==> src/rtl/ctrl_fsm_ac1_if.sv <==
// Purpose: groups the AC1 sequencer command, partial-product handshake,
//          AC1 strobe and result handshake signals into one bundle.
// Ports:   master = sequencer side (drives pp_ready, strobes, status);
//          slave  = environment side (drives start/mode/abort/pp_valid/res_ack).
interface ctrl_fsm_ac1_if #(
    parameter int Pa = 8
);
    logic                  start;
    logic                  par_sel_Pa;
    logic                  abort;
    logic                  pp_valid;
    logic                  pp_ready;
    logic                  ac1_load;
    logic                  ac1_en;
    logic                  ac1_last;
    logic [$clog2(Pa):0]   sample_idx;
    logic                  res_valid;
    logic                  res_ack;
    logic                  busy;

    modport master (
        input  start, par_sel_Pa, abort, pp_valid, res_ack,
        output pp_ready, ac1_load, ac1_en, ac1_last, sample_idx, res_valid, busy
    );

    modport slave (
        output start, par_sel_Pa, abort, pp_valid, res_ack,
        input  pp_ready, ac1_load, ac1_en, ac1_last, sample_idx, res_valid, busy
    );
endinterface

==> src/rtl/ctrl_fsm_ac1.sv <==
// Purpose: sequences N partial products into AC1 (1 load + N-1 accumulates),
//          then holds res_valid until res_ack. N = Pa (8-bit) or Pa/2 (4-bit).
// Latency: start at edge k -> strobes in k+1..k+N with pp_valid high, res_valid at k+N+1.
// Backpressure: pp_valid low stalls without strobes; res_valid held until res_ack.
// Ports: clk, rst_n (async active-low), bus (ctrl_fsm_ac1_if.master).
// Option: define AC1_B2B_EN to allow res_ack & start in DONE to go straight to LOAD.
module ctrl_fsm_ac1 #(
    parameter int Pa = 8
) (
    input  logic                 clk,
    input  logic                 rst_n,
    ctrl_fsm_ac1_if.master       bus
);
    localparam int IW = $clog2(Pa) + 1;

    typedef enum logic [1:0] {
        S_IDLE = 2'd0,
        S_LOAD = 2'd1,
        S_ACC  = 2'd2,
        S_DONE = 2'd3
    } state_t;

    state_t          r_state;
    state_t          w_state_nxt;
    logic            r_mode;
    logic            w_mode_nxt;
    logic [IW-1:0]   r_idx;
    logic [IW-1:0]   w_idx_nxt;
    logic [IW-1:0]   w_n;
    logic            w_pp_ready;
    logic            w_load;
    logic            w_en;
    logic            w_last;

    // Product count for the result in flight, from the mode latched at start.
    assign w_n = r_mode ? IW'(Pa) : IW'(Pa / 2);

    always_ff @(posedge clk or negedge rst_n) begin
        if (!rst_n) begin
            r_state <= S_IDLE;
            r_mode  <= 1'b1;
            r_idx   <= '0;
        end else begin
            r_state <= w_state_nxt;
            r_mode  <= w_mode_nxt;
            r_idx   <= w_idx_nxt;
        end
    end

    always_comb begin
        w_state_nxt = r_state;
        w_mode_nxt  = r_mode;
        w_idx_nxt   = r_idx;
        w_load      = 1'b0;
        w_en        = 1'b0;
        w_last      = 1'b0;
        // abort is the only input allowed into pp_ready: it must not offer
        // a handshake in the cycle it cancels the result.
        w_pp_ready  = ((r_state == S_LOAD) || (r_state == S_ACC)) && !bus.abort;

        case (r_state)
            S_IDLE: begin
                if (bus.start) begin
                    w_state_nxt = S_LOAD;
                    w_mode_nxt  = bus.par_sel_Pa;
                    w_idx_nxt   = '0;
                end
            end
            S_LOAD: begin
                if (bus.pp_valid) begin
                    w_load      = 1'b1;
                    w_idx_nxt   = IW'(1);
                    w_state_nxt = S_ACC;
                end
            end
            S_ACC: begin
                if (bus.pp_valid) begin
                    w_en      = 1'b1;
                    w_idx_nxt = r_idx + IW'(1);
                    if (r_idx == w_n - IW'(1)) begin
                        w_last      = 1'b1;
                        w_state_nxt = S_DONE;
                    end
                end
            end
            S_DONE: begin
                if (bus.res_ack) begin
`ifdef AC1_B2B_EN
                    if (bus.start) begin
                        w_state_nxt = S_LOAD;
                        w_mode_nxt  = bus.par_sel_Pa;
                        w_idx_nxt   = '0;
                    end else begin
                        w_state_nxt = S_IDLE;
                    end
`else
                    w_state_nxt = S_IDLE;
`endif
                end
            end
            default: begin
                w_state_nxt = S_IDLE;
            end
        endcase

        // Cancel wins over everything, including start and res_ack.
        if (bus.abort) begin
            w_state_nxt = S_IDLE;
            w_mode_nxt  = r_mode;
            w_idx_nxt   = '0;
            w_load      = 1'b0;
            w_en        = 1'b0;
            w_last      = 1'b0;
        end
    end

    assign bus.pp_ready   = w_pp_ready;
    assign bus.ac1_load   = w_load;
    assign bus.ac1_en     = w_en;
    assign bus.ac1_last   = w_last;
    assign bus.sample_idx = r_idx;
    assign bus.res_valid  = (r_state == S_DONE);
    assign bus.busy       = (r_state != S_IDLE);
endmodule
==> src/flat_wrapper.sv <==
// flat-port wrapper written by rule: the top's interface ports become plain ports
module ctrl_fsm_ac1_flat 
#(
    parameter int Pa = 8
)
  (clk, rst_n, bus_start, bus_par_sel_Pa, bus_abort, bus_pp_valid, bus_res_ack, bus_pp_ready, bus_ac1_load, bus_ac1_en, bus_ac1_last, bus_sample_idx, bus_res_valid, bus_busy);
  ctrl_fsm_ac1_if #(.Pa(Pa)) bus_i ();
  input  logic clk;
  input  logic rst_n;
  input wire logic [$bits(bus_i.start)-1:0] bus_start;
  input wire logic [$bits(bus_i.par_sel_Pa)-1:0] bus_par_sel_Pa;
  input wire logic [$bits(bus_i.abort)-1:0] bus_abort;
  input wire logic [$bits(bus_i.pp_valid)-1:0] bus_pp_valid;
  input wire logic [$bits(bus_i.res_ack)-1:0] bus_res_ack;
  output wire logic [$bits(bus_i.pp_ready)-1:0] bus_pp_ready;
  output wire logic [$bits(bus_i.ac1_load)-1:0] bus_ac1_load;
  output wire logic [$bits(bus_i.ac1_en)-1:0] bus_ac1_en;
  output wire logic [$bits(bus_i.ac1_last)-1:0] bus_ac1_last;
  output wire logic [$bits(bus_i.sample_idx)-1:0] bus_sample_idx;
  output wire logic [$bits(bus_i.res_valid)-1:0] bus_res_valid;
  output wire logic [$bits(bus_i.busy)-1:0] bus_busy;
  assign bus_i.start = bus_start;
  assign bus_i.par_sel_Pa = bus_par_sel_Pa;
  assign bus_i.abort = bus_abort;
  assign bus_i.pp_valid = bus_pp_valid;
  assign bus_i.res_ack = bus_res_ack;
  assign bus_pp_ready = bus_i.pp_ready;
  assign bus_ac1_load = bus_i.ac1_load;
  assign bus_ac1_en = bus_i.ac1_en;
  assign bus_ac1_last = bus_i.ac1_last;
  assign bus_sample_idx = bus_i.sample_idx;
  assign bus_res_valid = bus_i.res_valid;
  assign bus_busy = bus_i.busy;
  ctrl_fsm_ac1 #(.Pa(Pa)) u_core (.clk(clk), .rst_n(rst_n), .bus(bus_i));
endmodule
==> config.mk <==
export PLATFORM = sky130hd
export DESIGN_NAME = ctrl_fsm_ac1_flat
export DESIGN_NICKNAME = d
export VERILOG_FILES = /design/src/rtl/ctrl_fsm_ac1_if.sv /design/src/rtl/ctrl_fsm_ac1.sv /design/src/flat_wrapper.sv
export SDC_FILE = /design/constraint.sdc
export NUM_CORES = 1
export LEC_CHECK = 0
export CAP_MARGIN = 40
export CORE_AREA = 3 3 40 42
export CTS_CLUSTER_DIAMETER = 100
export CTS_CLUSTER_SIZE = 14
export DETAILED_ROUTE_END_ITERATION = 10
export DIE_AREA = 0 0 43 45
export PLACE_DENSITY_LB_ADDON = 0.1
export REMOVE_ABC_BUFFERS = 1
export SLEW_MARGIN = 25
export SYNTH_ARGS = -nofsm -noshare
export SYNTH_HDL_FRONTEND = slang
export SYNTH_SLANG_ARGS = --single-unit
==> constraint.sdc <==
create_clock -name clk -period 2 [get_ports clk]
set_clock_uncertainty 0.1 [all_clocks]
set_input_delay 0.4 -clock clk [delete_from_list [all_inputs] [get_ports clk]]
set_output_delay 0.4 -clock clk [all_outputs]
set_load 0.01 [all_outputs]
---- Word level (Yosys, flattened, before mapping) ----
Index checks and enable logic that the tools add are counted.
cells by class
  bitwise gates (word level) .............. 1
  add/subtract/negate cells ............... 2
  equality and inequality tests ........... 9
  mux-type cells .......................... 22
  reductions and logical operators ........ 9
operators with widths
  kind                                                                 count
  4-bit two-way mux                                                    5
  3-bit inequality test (second input constant)                        5
  2-bit two-way mux                                                    6
  4-bit one-hot mux with 3 select lines                                1
  1-bit two-way mux                                                    9
  2-bit one-hot mux with 4 select lines                                1
  5-bit AND reduction                                                  1
  4-bit by 1-bit adder with 4-bit output (second input constant)       1
  2-bit == test (second input constant)                                2
  4-bit == test                                                        1
  4-bit AND reduction                                                  1
  4-bit nonzero test                                                   1
  4-bit by 1-bit subtractor with 4-bit output (second input constant)  1
  3-bit AND reduction                                                  1
  2-bit by 1-bit == test with 1-bit output (second input constant)     1
  2-bit zero test                                                      1
  2-bit nonzero test                                                   1
  1-bit logical AND                                                    1
  1-bit zero test                                                      1
  1-bit logical OR                                                     1
  1-bit NOT                                                            1
word-level totals
  register bits after elaboration ......... 7
  output and inout port bits .............. 10
  input bits .............................. 7

---- Depth between registers and ports, before layout ----
  word-level depth ........................ 7
  gate-level depth with buffers ........... 6
  mapped depth without buffers ............ 6

---- Worst setup path before layout ----
Ideal clock, no wire load.
  kind .................................... register to output
  start ................................... register u_core.r_state[0]
  end ..................................... output port bus_ac1_last
  cell stages (with the launch flop) ...... 5
  path slack .............................. 0.231 ns
  path buffers ............................ 0
  arrival ................................. 1.269 ns
  cell sequence ........................... dfrtp_1 inv_1 ha_1 and3b_1 and4b_1
on the way
  cells in the longest elaborated chain, start to end .. 3
ends and longest elaborated chain
  item                    line                 RTL
  from (decl)             ctrl_fsm_ac1.sv:23   state_t r_state;
  from (signal assigned)  ctrl_fsm_ac1.sv:44   r_state <= w_state_nxt;
  2-bit == test           ctrl_fsm_ac1.sv:61   case (r_state)
  1-bit two-way mux       ctrl_fsm_ac1.sv:61
  1-bit two-way mux       ctrl_fsm_ac1.sv:107  if (bus.abort) begin
  to (decl)               flat_wrapper.sv:18   output wire logic [$bits(bus_i.ac1_last)-1:0] bus_ac1_last;
No other way between the ends.

---- Worst setup path in the final report ----
  start ................................... register u_core.r_state[1]
  end ..................................... output port bus_pp_ready
on the way
  cells in the longest elaborated chain, start to end .. 3
ends and longest elaborated chain
  item                                                                              line                RTL
  2-bit by 1-bit == test with 1-bit output / 2-bit == test (equally long branches)  ctrl_fsm_ac1.sv:59  w_pp_ready = ((r_state == S_LOAD) || (r_state == S_ACC)) && !bus.abort;
  1-bit logical OR *                                                                ctrl_fsm_ac1.sv:59
  1-bit logical AND *                                                               ctrl_fsm_ac1.sv:59
  to (decl)                                                                         flat_wrapper.sv:15  output wire logic [$bits(bus_i.pp_ready)-1:0] bus_pp_ready;
Mark *: on every way between the ends. The rest lies on a longest branch, timed or not.

==> out/results.ini <==
[logic_synthesis]
synth-main-ff-cell=dfrtp_1
synth-edff-count=0
synth_area_um2=542
synth_largest_type_area_fraction_pct=27.7
netlist-cell-type-count=26
post_synthesis_async_set_or_reset_flop_share_pct=100
ys_seq_elements=7
synth_top_area_cell=dfrtp_1
ys_warn_count=0
synth.cells.most_frequent=dfrtp_1, nor2_1, ha_1
synthTopCellsByArea=dfrtp_1, ha_1, mux2i_1
post_synth.cell_area_avg_um2=10.2
share_of_the_yosys_chip_area_belonging_to_registers_pct=32.6
syn_inst=53

[die]
fp.dieH_um=45
die_w_um=43
fp.coreArea_um2=1280
dieArea_um2=1940
number_of_standard_cell_rows_in_the_floorplan=13
io_pins=17
initial_utilization_pct=42.2

[timing]
setup_violators_final=0
final_hold_viol_count=0
upper_clock_frequency_limit_mhz=517
timing_worst_slew_pin_value_ns=0.286
finalMaxSlewViolations=0
timing.slew.headroom_pct=80.9
final.period_utilization_pct=96.6
grt_setup_unrepaired=no
final.setup.tns_ns=0
period_minus_slack_ns=1.93

[cts]
cts_num_sinks=7
clockBufferDepth=2
cts_made_buffers=3
ctsHtreeMaxLevel=1
post_cts_hold_buffer_count=0
clock_latency_ns=0.24
path_clk_slew_ns=0.05
cts.root.buffer_cell=clkbuf_4
tritoncts_clock_tree=yes

[min_path]
hold_path_class=in2async

[setup_path]
cpMaxStageDelayCell=dfrtp_1
crit_path_cell_trace=inv_1, ha_1, nor2b_1, clkdlybuf4s15_1
worstPathMaxFanout=3
reg2reg_depth=7
timing.critical_path.arrival_ns=1.43
path_buf_inv=2
crit_type=reg2out
cp_data_required_time_ns=1.50
crit_path_max_incr_delay_ns=0.37
setup.reg_to_reg.worst_slack_ns=0.16
crit_path_end_kind=output port
critPathTopFamily=flip-flops
reg2reg_to=u_core.r_state[0]
critical_path.reg2reg.startpoint=u_core.r_state[0]
worstSetupStartpointType=flop

[layout]
antenna_cells=0
final-instance-count-excl-fill=96
layout-area-overhead-vs-synth_pct=49.7
final.fill_count=122
utilization_pct=63.1
layout-drive-gt1-share_pct=27.2
final_net_count=94
postLayoutCellArea_um2=811

[power]
static-leakage-power_nw=0.392
ir_drop_mv=0.530
power.density_nw_per_um2=892

[route]
drt-initial-drc-count=7
routed_wl_mm=1.16
route.detailed.wl_per_inst_um=12.1
antenna_left=0
drt_pass1_iterations=2
via_per_inst=4.91
vias=471
drc_errors=0

[global_routing]
initial_antenna_violation_count=0
grt_start_max_net_pins=8
wire_length_of_the_first_global_routing_pass_mm=1.95
global_route.usage.total_pct=13.7
grt-ovfl-total=0
grt_pass1_vias=460

[placement]
hpwl_um=971
place.gp.congestion=0.771
placed_cells=90
dpl-instance-area_um2=768
io_buf_count=16

[outcome]
status=completed

[job]
cap_violations=0

[where the power goes]
part	switching (W)	internal, W	leakage (nW)
Sequential	0.0000170	0.000176	0.0927
Clock	0.0000445	0.0000756	0.0150
Combinational	0.000195	0.000216	0.284
Total	0.000256	0.000467	0.392
[logic make-up after synthesis]
kind of cell | Yosys count | share of synthesized area (%)
simple gates | 23 | 25.9
mux | 7 | 13.6
flops | 7 | 32.6
compound gates | 6 | 11.8
fa+ha+maj | 5 | 11.5
buf+inv | 4 | 3.00
xor+xnor | 1 | 1.62
[registers in the layout, summed over array words and instances, names as in the netlist]
name	cells
u_core.r_mode	1
u_core.bus.sample_idx	4
u_core.r_state	2
[placed cells by master (no fill, tap or decap), drive strengths merged, types with 3 or more instances in the layout]
| master | Yosys | final |
|---|---|---|
| ha | 5 | 5 |
| dfrtp | 6 | 6 |
| mux2 | 3 | 3 |
| clkbuf | 0 | 5 |
| mux2i | 4 | 4 |
| clkdlybuf4s50 | 0 | 10 |
| inv | 3 | 3 |
| buf | 1 | 9 |
| nor2 | 7 | 7 |
| a21oi | 3 | 3 |
[worst register-to-register path, delay by kind of cell (launching register included)]
family	cells	cell delay [ns]
adder cells (fa/ha/maj)	1	0.20
flip-flops	1	0.36
AND/OR/NAND/NOR	1	0.15
buffers and inverters	2	0.23
AO/OA/AOI/OAI	2	0.33
multiplexers	1	0.37
[per-layer routing]
layer / global-route usage [%] / up-vias / share of wire (%)
met5: 0 / - / 0
met4: 9.04 / 0 / 1.4
met3: 1.20 / 2 / 4.0
met2: 21.6 / 11 / 47
met1: 18.1 / 212 / 48
li1: - / 246 / -
[repair_timing]
action / CTS / global route
resized for setup: 6 / 7
cloned: 0 / 0
setup endpoints to repair: 5 / 3
setup buffers: 2 / 0
[worst max-delay path by stage]
| stage | from | end | slack, ns | depth (start not counted) |
|---|---|---|---|---|
| after floorplan | u_core.r_state[0] | bus_ac1_last | 0.23 | 4 |
| after global placement | bus_abort | bus_ac1_last | -0.26 | 4 |
| after CTS | u_core.r_state[0] | bus_ac1_last | -0.03 | 5 |
| after global routing | u_core.r_state[1] | bus_pp_ready | 0.004 | 4 |
| after detailed placement | bus_abort | bus_ac1_last | -0.26 | 4 |
| final | u_core.r_state[1] | bus_pp_ready | 0.07 | 4 |
[area by class of cell]
| class | count | area (um2) | area share [%] |
|---|---|---|---|
| sequential | 7 | 176 | 21.8 |
| timing repair buffer | 25 | 226 | 27.9 |
| multi-input combinational | 42 | 352 | 43.4 |
| clock buffer | 4 | 26.3 | 3.24 |
| tap | 15 | 18.8 | 2.31 |
| inverter | 3 | 11.3 | 1.39 |
[stage by stage]
step | total power (W) | worst slack (ns) | hold WS, ns
final | 0.000723 | 0.0671 | 0.304
after detailed placement | 0.000613 | -0.261 | 0.491
after floorplan | 0.000457 | 0.231 | 0.00441
after global routing | 0.000779 | 0.00361 | 0.296
after CTS | 0.000728 | -0.0337 | 0.302
after global placement | 0.000606 | -0.255 | 0.489
Note: power is estimated with default switching activity, not from simulation.
